<file path="src/rtl/mips_mem_pkg.sv">
// rtl/mips_mem_pkg.sv - shared types, defaults and address decode for the data-memory responder
package mips_mem_pkg;

    typedef enum logic [1:0] {
        VERDICT_RUN     = 2'd0,
        VERDICT_PASS    = 2'd1,
        VERDICT_FAIL    = 2'd2,
        VERDICT_TIMEOUT = 2'd3
    } verdict_e;

    localparam int unsigned DEF_PASS_ADDR    = 84;
    localparam int unsigned DEF_PASS_DATA    = 7;
    localparam int unsigned DEF_SCRATCH_ADDR = 80;
    localparam int unsigned DEF_TIMEOUT      = 1000;

    typedef struct packed {
        logic in_range;
        logic aligned;
    } addr_dec_t;

    // Limit is computed in 33 bits so a DEPTH of 2^30 words still compares correctly.
    function automatic addr_dec_t decode_addr(input logic [31:0] addr, input int unsigned depth);
        addr_dec_t   dec;
        logic [32:0] limit;
        limit        = 33'(depth) << 2;
        dec.in_range = ({1'b0, addr} < limit);
        dec.aligned  = (addr[1:0] == 2'b00);
        return dec;
    endfunction

endpackage

</file>
<file path="src/rtl/dmem_ram.sv">
// rtl/dmem_ram.sv - DEPTHx32 word RAM, synchronous write, combinational read
module dmem_ram #(
    parameter int unsigned DEPTH     = 64,
    parameter string       INIT_FILE = ""
) (
    input  logic                     clk,
    input  logic                     we,
    input  logic [$clog2(DEPTH)-1:0] addr,
    input  logic [31:0]              wdata,
    output logic [31:0]              rdata
);

    logic [31:0] mem_q [DEPTH];

    always_ff @(posedge clk) begin
        if (we) begin
            mem_q[addr] <= wdata;
        end
    end

    assign rdata = mem_q[addr];

endmodule

</file>
<file path="src/rtl/dmem_responder.sv">
// rtl/dmem_responder.sv - CPU data-port memory with store-driven pass/fail/timeout verdict
module dmem_responder
    import mips_mem_pkg::*;
#(
    parameter int unsigned DEPTH        = 64,
    parameter logic [31:0] PASS_ADDR    = 32'(DEF_PASS_ADDR),
    parameter logic [31:0] PASS_DATA    = 32'(DEF_PASS_DATA),
    parameter logic [31:0] SCRATCH_ADDR = 32'(DEF_SCRATCH_ADDR),
    parameter int unsigned TIMEOUT      = DEF_TIMEOUT,
    parameter string       INIT_FILE    = ""
) (
    input  logic        clk,
    input  logic        reset,
    input  logic        memwrite,
    input  logic [31:0] dataaddr,
    input  logic [31:0] writedata,
    output logic [31:0] readdata,
    output logic        done,
    output logic        pass,
    output logic        fail,
    output logic        timeout,
    output logic [15:0] write_count,
    output logic [31:0] last_addr
);

    localparam int AW  = $clog2(DEPTH);
    localparam int WDW = $clog2(TIMEOUT + 1);

    addr_dec_t   dec;
    logic        addr_ok;
    logic        ram_we;
    logic [31:0] ram_rdata;

    assign dec     = decode_addr(dataaddr, DEPTH);
    assign addr_ok = dec.in_range & dec.aligned;
    assign ram_we  = memwrite & ~reset & addr_ok;

    dmem_ram #(
        .DEPTH     (DEPTH),
        .INIT_FILE (INIT_FILE)
    ) u_ram (
        .clk   (clk),
        .we    (ram_we),
        .addr  (dataaddr[AW+1:2]),
        .wdata (writedata),
        .rdata (ram_rdata)
    );

    assign readdata = dec.in_range ? ram_rdata : 32'h0;

    verdict_e       state_q, state_d;
    logic [WDW-1:0] wd_q, wd_d;
    logic [15:0]    count_q, count_d;
    logic [31:0]    last_q, last_d;
    logic           done_q, done_d;
    logic           pass_q, pass_d;
    logic           fail_q, fail_d;
    logic           timeout_q, timeout_d;

    always_comb begin
        state_d = state_q;
        wd_d    = wd_q;
        count_d = count_q;
        last_d  = last_q;

        if (memwrite) begin
            if (count_q != 16'hFFFF) begin
                count_d = count_q + 16'd1;
            end
            last_d = dataaddr;
        end

        // A deciding store outranks the watchdog expiring on the same edge.
        if (state_q == VERDICT_RUN) begin
            wd_d = wd_q + WDW'(1);
            if (memwrite && (dataaddr == PASS_ADDR)) begin
                state_d = (writedata == PASS_DATA) ? VERDICT_PASS : VERDICT_FAIL;
            end else if (memwrite && !addr_ok && (dataaddr != SCRATCH_ADDR)) begin
                // The scratch word is always safe to store to, even if placed outside the RAM.
                state_d = VERDICT_FAIL;
            end else if (wd_d == WDW'(TIMEOUT)) begin
                state_d = VERDICT_TIMEOUT;
            end
        end

        done_d    = (state_d != VERDICT_RUN);
        pass_d    = (state_d == VERDICT_PASS);
        fail_d    = (state_d == VERDICT_FAIL);
        timeout_d = (state_d == VERDICT_TIMEOUT);
    end

    always_ff @(posedge clk) begin
        if (reset) begin
            state_q   <= VERDICT_RUN;
            wd_q      <= '0;
            count_q   <= '0;
            last_q    <= '0;
            done_q    <= 1'b0;
            pass_q    <= 1'b0;
            fail_q    <= 1'b0;
            timeout_q <= 1'b0;
        end else begin
            state_q   <= state_d;
            wd_q      <= wd_d;
            count_q   <= count_d;
            last_q    <= last_d;
            done_q    <= done_d;
            pass_q    <= pass_d;
            fail_q    <= fail_d;
            timeout_q <= timeout_d;
        end
    end

    assign done        = done_q;
    assign pass        = pass_q;
    assign fail        = fail_q;
    assign timeout     = timeout_q;
    assign write_count = count_q;
    assign last_addr   = last_q;

endmodule
</file>
<file path="config.mk">
export PLATFORM = sky130hd
export DESIGN_NAME = dmem_responder
export DESIGN_NICKNAME = d
export VERILOG_FILES = /design/src/rtl/mips_mem_pkg.sv /design/src/rtl/dmem_ram.sv /design/src/rtl/dmem_responder.sv
export SDC_FILE = /design/constraint.sdc
export NUM_CORES = 2
export LEC_CHECK = 0
export BUFFER_PORTS_ARGS = -buffer_cell sky130_fd_sc_hd__clkbuf_2
export CORE_ASPECT_RATIO = 1.5
export CORE_MARGIN = 10
export CORE_UTILIZATION = 48
export CTS_CLUSTER_DIAMETER = 30
export CTS_CLUSTER_SIZE = 40
export DETAILED_ROUTE_END_ITERATION = 10
export SLEW_MARGIN = 20
export SYNTH_ARGS = -nofsm -noshare
export SYNTH_HDL_FRONTEND = slang
export SYNTH_SLANG_ARGS = --single-unit
</file>
<file path="constraint.sdc">
create_clock -name clk -period 4.9 [get_ports clk]
set_input_delay 1.225 -clock clk [delete_from_list [all_inputs] [get_ports clk]]
set_output_delay 1.225 -clock clk [all_outputs]
set_load 0.01 [all_outputs]
</file>
# After elaboration in Yosys (flattened, before gate mapping)
# Memories as Yosys holds them, arrays and structs flattened.
# Index checks and enable logic that the tools add are counted.
# word_totals
register_bits	64
ram_bits	2048
input_bits	67
output_inout_bits	84
n_memories	1
# mem_list
memory	depth	word_bits	rd	rd_ports_with_merged_regs	write_ports	line_no	text
u_ram.mem_q	64	32	1	0	1	dmem_ram.sv:13	logic [31:0] mem_q [DEPTH];
# op_classes
addsub	2
n_lt_le_gt_ge	1
n_eq_ne	8
mux	8
bitwise	4
reduce_logical	8
# ops
op	n
== test 32 x 3 -> 1 bit (second input constant)	1
== test 32 x 7 -> 1 bit (second input constant)	1
< comparator 32 x 9 -> 1 bit (second input constant)	1
two-way mux 32 bit	1
inequality test 32 x 7 -> 1 bit (second input constant)	1
adder 16 x 1 -> 16 bit (second input constant)	1
inequality test 16 bit (second input constant)	1
adder 10 x 1 -> 10 bit (second input constant)	1
== test 10 bit (second input constant)	1
two-way mux 2 bit	5
== test 2 bit (second input constant)	2
logical NOT 2 bit	2
bitwise AND 1 bit	3
logical AND 1 bit	3
== test 2 x 1 -> 1 bit (second input constant)	1
two-way mux 1 bit	2
AND reduction 2 bit	1
nonzero test 2 bit	1
logical NOT 1 bit	1
NOT 1 bit	1

# Longest topological paths before layout
# depth
word_depth	9
depth_mapped	9
mapped_depth_nobuf	6

# By module
# Synthesis repeated with hierarchy kept, for this count alone.
# unflattened
hier_cells	4550
area_unflattened_um2	81279.2
# by_module_without_submodules
module	n_inst	cells_each	area_per_inst_um2	seq_area_each_um2
dmem_ram	1	4207	78287.6	61499.0
dmem_responder	1	343	2991.6	1281.2

# Worst setup path after synthesis
# No wires, ideal clock.
# synth_path
path_kind	input to register
start	in dataaddr[20]
end	mem u_ram.mem_q[0][0] (enable)
setup_ps	421
arrival_time_ps	4010
slack_ps	469
path_stages	7
n_path_buf	2
cell_sequence	nor4_1 -> nand4_1 -> or2_1 -> buf_2 -> or3_1 -> buf_2 -> nor2_1
# synth_via
elab_chain_len	5
# synth_lines
element	line_no	text
start: declaration	dmem_responder.sv:15	input logic [31:0] dataaddr,
< comparator 32 x 9 -> 1 bit	mips_mem_pkg.sv:26	dec.in_range = ({1'b0, addr} < limit);
bitwise AND 1 bit	dmem_responder.sv:35	assign addr_ok = dec.in_range & dec.aligned;
bitwise AND 1 bit	dmem_responder.sv:36	assign ram_we = memwrite & ~reset & addr_ok;
two-way mux 1 bit	dmem_ram.sv:16	if (we) begin
two-way mux 1 bit (implied by the code)	dmem_ram.sv:17	mem_q[addr] <= wdata;
end: declaration	dmem_ram.sv:13	
# No other way between the ends.

# Final worst setup path
# layout_path
start	in dataaddr[7]
end	out readdata[30]
# layout_via
elab_chain_len	2
elab_cells_between_ends	3
# layout_lines
element	line_no	text
< comparator 32 x 9 -> 1 bit or memory (64 x 32 bit) (tied branches)	--	
two-way mux 32 bit *	dmem_responder.sv:49	assign readdata = dec.in_range ? ram_rdata : 32'h0;
end: declaration	dmem_responder.sv:17	output logic [31:0] readdata,
# Mark *: on every way between the ends. The rest lies on a longest branch, timed or not.

==> flow_summary.yaml <==
status:
  status: "finished with violations"
  violations: "negative setup slack"
finish:
  final_util_pct: 60.21
  drive_above_1_share_pct: 38.63
  layoutNonFillerInstCount: 6956
  final_nets: 4516
  nFillCells: 11880
  layout_common_cells: "edfxtp_1 (2048), mux4_2 (489), clkbuf_16 (358)"
  final_area_um2: 100800
  mostFrequentLayoutCell: "edfxtp_1"
  area_growth_pct: 24.89
min_path:
  hold_path.class: "reg2reg"
  whs_path_depth: 2
  worst_hold_path.endpoint: "last_addr[2]"
  min_from: "last_addr[2]"
placed_design:
  place_congestion: 0.8288
  numPortBuffers: 150
  dpl.cell_count: 6311
  place_hpwl_um: 144800
  placed_area_um2: 88380
setup_path:
  slowest_delay_ns: 0.54
  path_cells: "clkbuf_2, buf_4, nor2_4, nand2_1, a211oi_2, or3_1, nor4_4, buf_4, clkbuf_2"
  reg2reg_to: "write_count[1]"
  crit_buf_inv: 4
  worst-setup-path-type: "in2out"
  cp.required_ns: 3.67
  rrSetupSlack_ns: 2.68
  slowest_stage: "nand2_1"
  critPathLaunchType: "input port"
  endpoint_kind: "output port"
  critical-path-top-delay-family: "simple AND/OR/NAND/NOR gates"
  cp.arrival_ns: 3.68
  reg2reg_depth: 5
  path_max_fanout: 7
  r2r_start: "write_count[3]"
yosys:
  yosys_most_used_dff: "edfxtp_1"
  synth-seq-area-share_pct: 77.81
  ys_types: 63
  ys_warn_count: 0
  synth_seq_cells: 2112
  synth_cells: 3693
  synth_nets: 3762
  synth_edf_count: 2048
  synth_top_area_share_pct: 76.22
  syn_area_um2: 80690
  syn_avg_cell_area_um2: 21.85
  synth_area_leader_cell: "edfxtp_1"
  synth-async-reset-ratio_pct: 0
  synth_area_leaders: "edfxtp_1 (76%), mux4_2 (14%), dfxtp_1 (1.6%), mux2i_1 (1.4%), nor2_1 (0.76%)"
global_route:
  grt_overflow: 0
  grt_pass1_wl_um: 335100
  antenna_found_initial: 12
  track_usage_pct: 25.58
  grt_max_degree: 65
  grt_pass1_vias: 44470
sta:
  fmax_mhz: 203.8
  slew_viol_final: 0
  fin_crit_ns: 4.908
  tns_ns: -0.007800
  setup_slack_ns: -0.007800
  tightestPinTransition_ns: 0.9818
  finalHoldViolCount: 0
  skew_ns: 0.05634
  fin_crit_sh_pct: 100.2
  setup_viol: 1
  slew_headroom_pct: 33.94
floorplan:
  die_y_um: 522.1
  core_area_um2: 167400
  die_area_um2: 185200
  start_util_pct: 48.21
  ios: 151
  die_w_um: 354.8
  rows: 184
clock_network:
  clockBufferDepth: 4
  clk_pin_slew_ns: 0.05
  cts-buffers-inserted: 346
  cts_hold_buf: 0
  cts_num_sinks: 2112
  htreeDepth: 5
  cts-root-buf: "clkbuf_16"
  cts_tree: "built"
  insertion_delay_ns: 0.92
routing:
  dr.first_iter.drc_count: 4790
  wl_um: 237800
  routed-via-count: 42530
  drc: 0
  detail_route.wl_per_cell_um: 34.18
  dr.pass1.iters: 8
  vias_per_cell: 6.114
  antenna_left: 0
power_and_ir_drop:
  ir_drop_mv: 0.3871
  p_leak_nw: 33.20
  power_density_nw_per_um2: 454.0
flow_run:
  cap_violations: 0
## logic make-up after synthesis
| logic type | Yosys count | share of synthesized area [%] |
|---|---|---|
| xor gates and xnor gates | 23 | 0.2497 |
| buffers and inverters | 213 | 1.385 |
| AOI/OAI and AO/OA | 295 | 2.607 |
| and+or+nand+nor | 436 | 2.723 |
| DFF | 2112 | 77.81 |
| muxes | 612 | 15.20 |
| adders and majority gates | 2 | 0.03101 |
## synth_stat cells, types with 12 or more instances
| cell | count |
|---|---|
| o21ai_0 | 50 |
| a211oi_1 | 21 |
| and2_1 | 24 |
| nor3_1 | 32 |
| a22oi_1 | 81 |
| mux2_2 | 14 |
| nand3_1 | 54 |
| o221ai_1 | 24 |
| nand2_1 | 41 |
| and4_1 | 21 |
| clkbuf_1 | 89 |
| edfxtp_1 | 2048 |
| nor2_1 | 164 |
| and3_1 | 16 |
| xor2_1 | 12 |
| buf_4 | 35 |
| a21oi_1 | 13 |
| a221oi_1 | 37 |
| buf_1 | 23 |
| mux2i_1 | 109 |
| o22ai_1 | 44 |
| mux4_2 | 489 |
| buf_2 | 47 |
| nor4_1 | 27 |
| buf_6 | 17 |
| dfxtp_1 | 64 |
| nand2b_1 | 13 |
## power breakdown
part           internal, mW  switching, mW  total [mW]  leakage [nW]
clock                  15.3           8.71        24.0          5.60
combinational         0.755           1.16        1.92          8.68
sequential             19.8         0.0143        19.8          18.9
total                  35.9           9.89        45.8          33.2
## per-layer routing
metal,vias to the layer above,global-route usage (%),part of all wire (%)
met4,4,13.93,5.8
met5,-,0,0.011
met3,470,4.438,6.6
met2,1992,43.92,52
met1,22750,30.66,36
li1,17320,-,-
## flip-flops by register name (all words and copies together), names as in the netlist
| register | count |
|---|---|
| write_count | 16 |
| last_addr | 32 |
| wd_q | 10 |
| u_ram.mem_q | 2048 |
| fail | 1 |
| state_q | 2 |
| done | 1 |
| timeout | 1 |
| pass | 1 |
## worst max path at each step
| stage | from | cells after the start | end | slack [ns] |
|---|---|---|---|---|
| 6_report | dataaddr[7] | 9 | readdata[30] | -0.008 |
| 5_1_grt | dataaddr[2] | 12 | readdata[0] | -0.04 |
| 4_1_cts | dataaddr[4] | 10 | readdata[29] | -0.007 |
| 3_5_place_dp | dataaddr[4] | 10 | readdata[30] | -0.50 |
| 3_3_place_gp | dataaddr[4] | 10 | readdata[30] | -0.48 |
| 2_1_floorplan | dataaddr[20] | 7 | u_ram.mem_q[0][0] | 0.47 |
## per-stage QoR
stage                     total power [mW]  setup slack [ns]  hold WS, ns
after floorplan                      21.07            0.4689       0.4624
after global routing                 46.93          -0.03946       0.4930
after CTS                            45.99         -0.007192       0.4752
after detailed placement             22.06           -0.4980       0.4660
after global placement               22.04           -0.4824       0.4633
final                                45.75         -0.007800       0.4742
## worst register-to-register path, delay by kind of cell (launching register included)
kind	cells	cell delay [ns]
muxes	1	0.23
DFF	1	0.43
and+or+nand+nor	3	0.89
AOI/OAI and AO/OA	1	0.54
## layout make-up
cell class                      count  area (µm²)  area share (%)
Timing Repair Buffer              617        5954           5.909
Sequential cell                  2112       62780           62.30
Multi-Input combinational cell   1368       17660           17.52
Antenna cell                        7       17.52         0.01738
Clock inverter                    239        2626           2.606
Clock buffer                      379        8931           8.863
Tap cell                         2232        2793           2.771
Inverter                            2       10.01        0.009933
## timing repair
item / in CTS / in global routing
gates cloned: 4 / 5
buffers inserted: 5 / 6
pin swaps: 2 / 2
setup endpoints to repair: 26 / 29
gates resized for setup: 63 / 35
endpoints found under the hold margin: 0 / 0
Power figures use the tool's default switching activity.
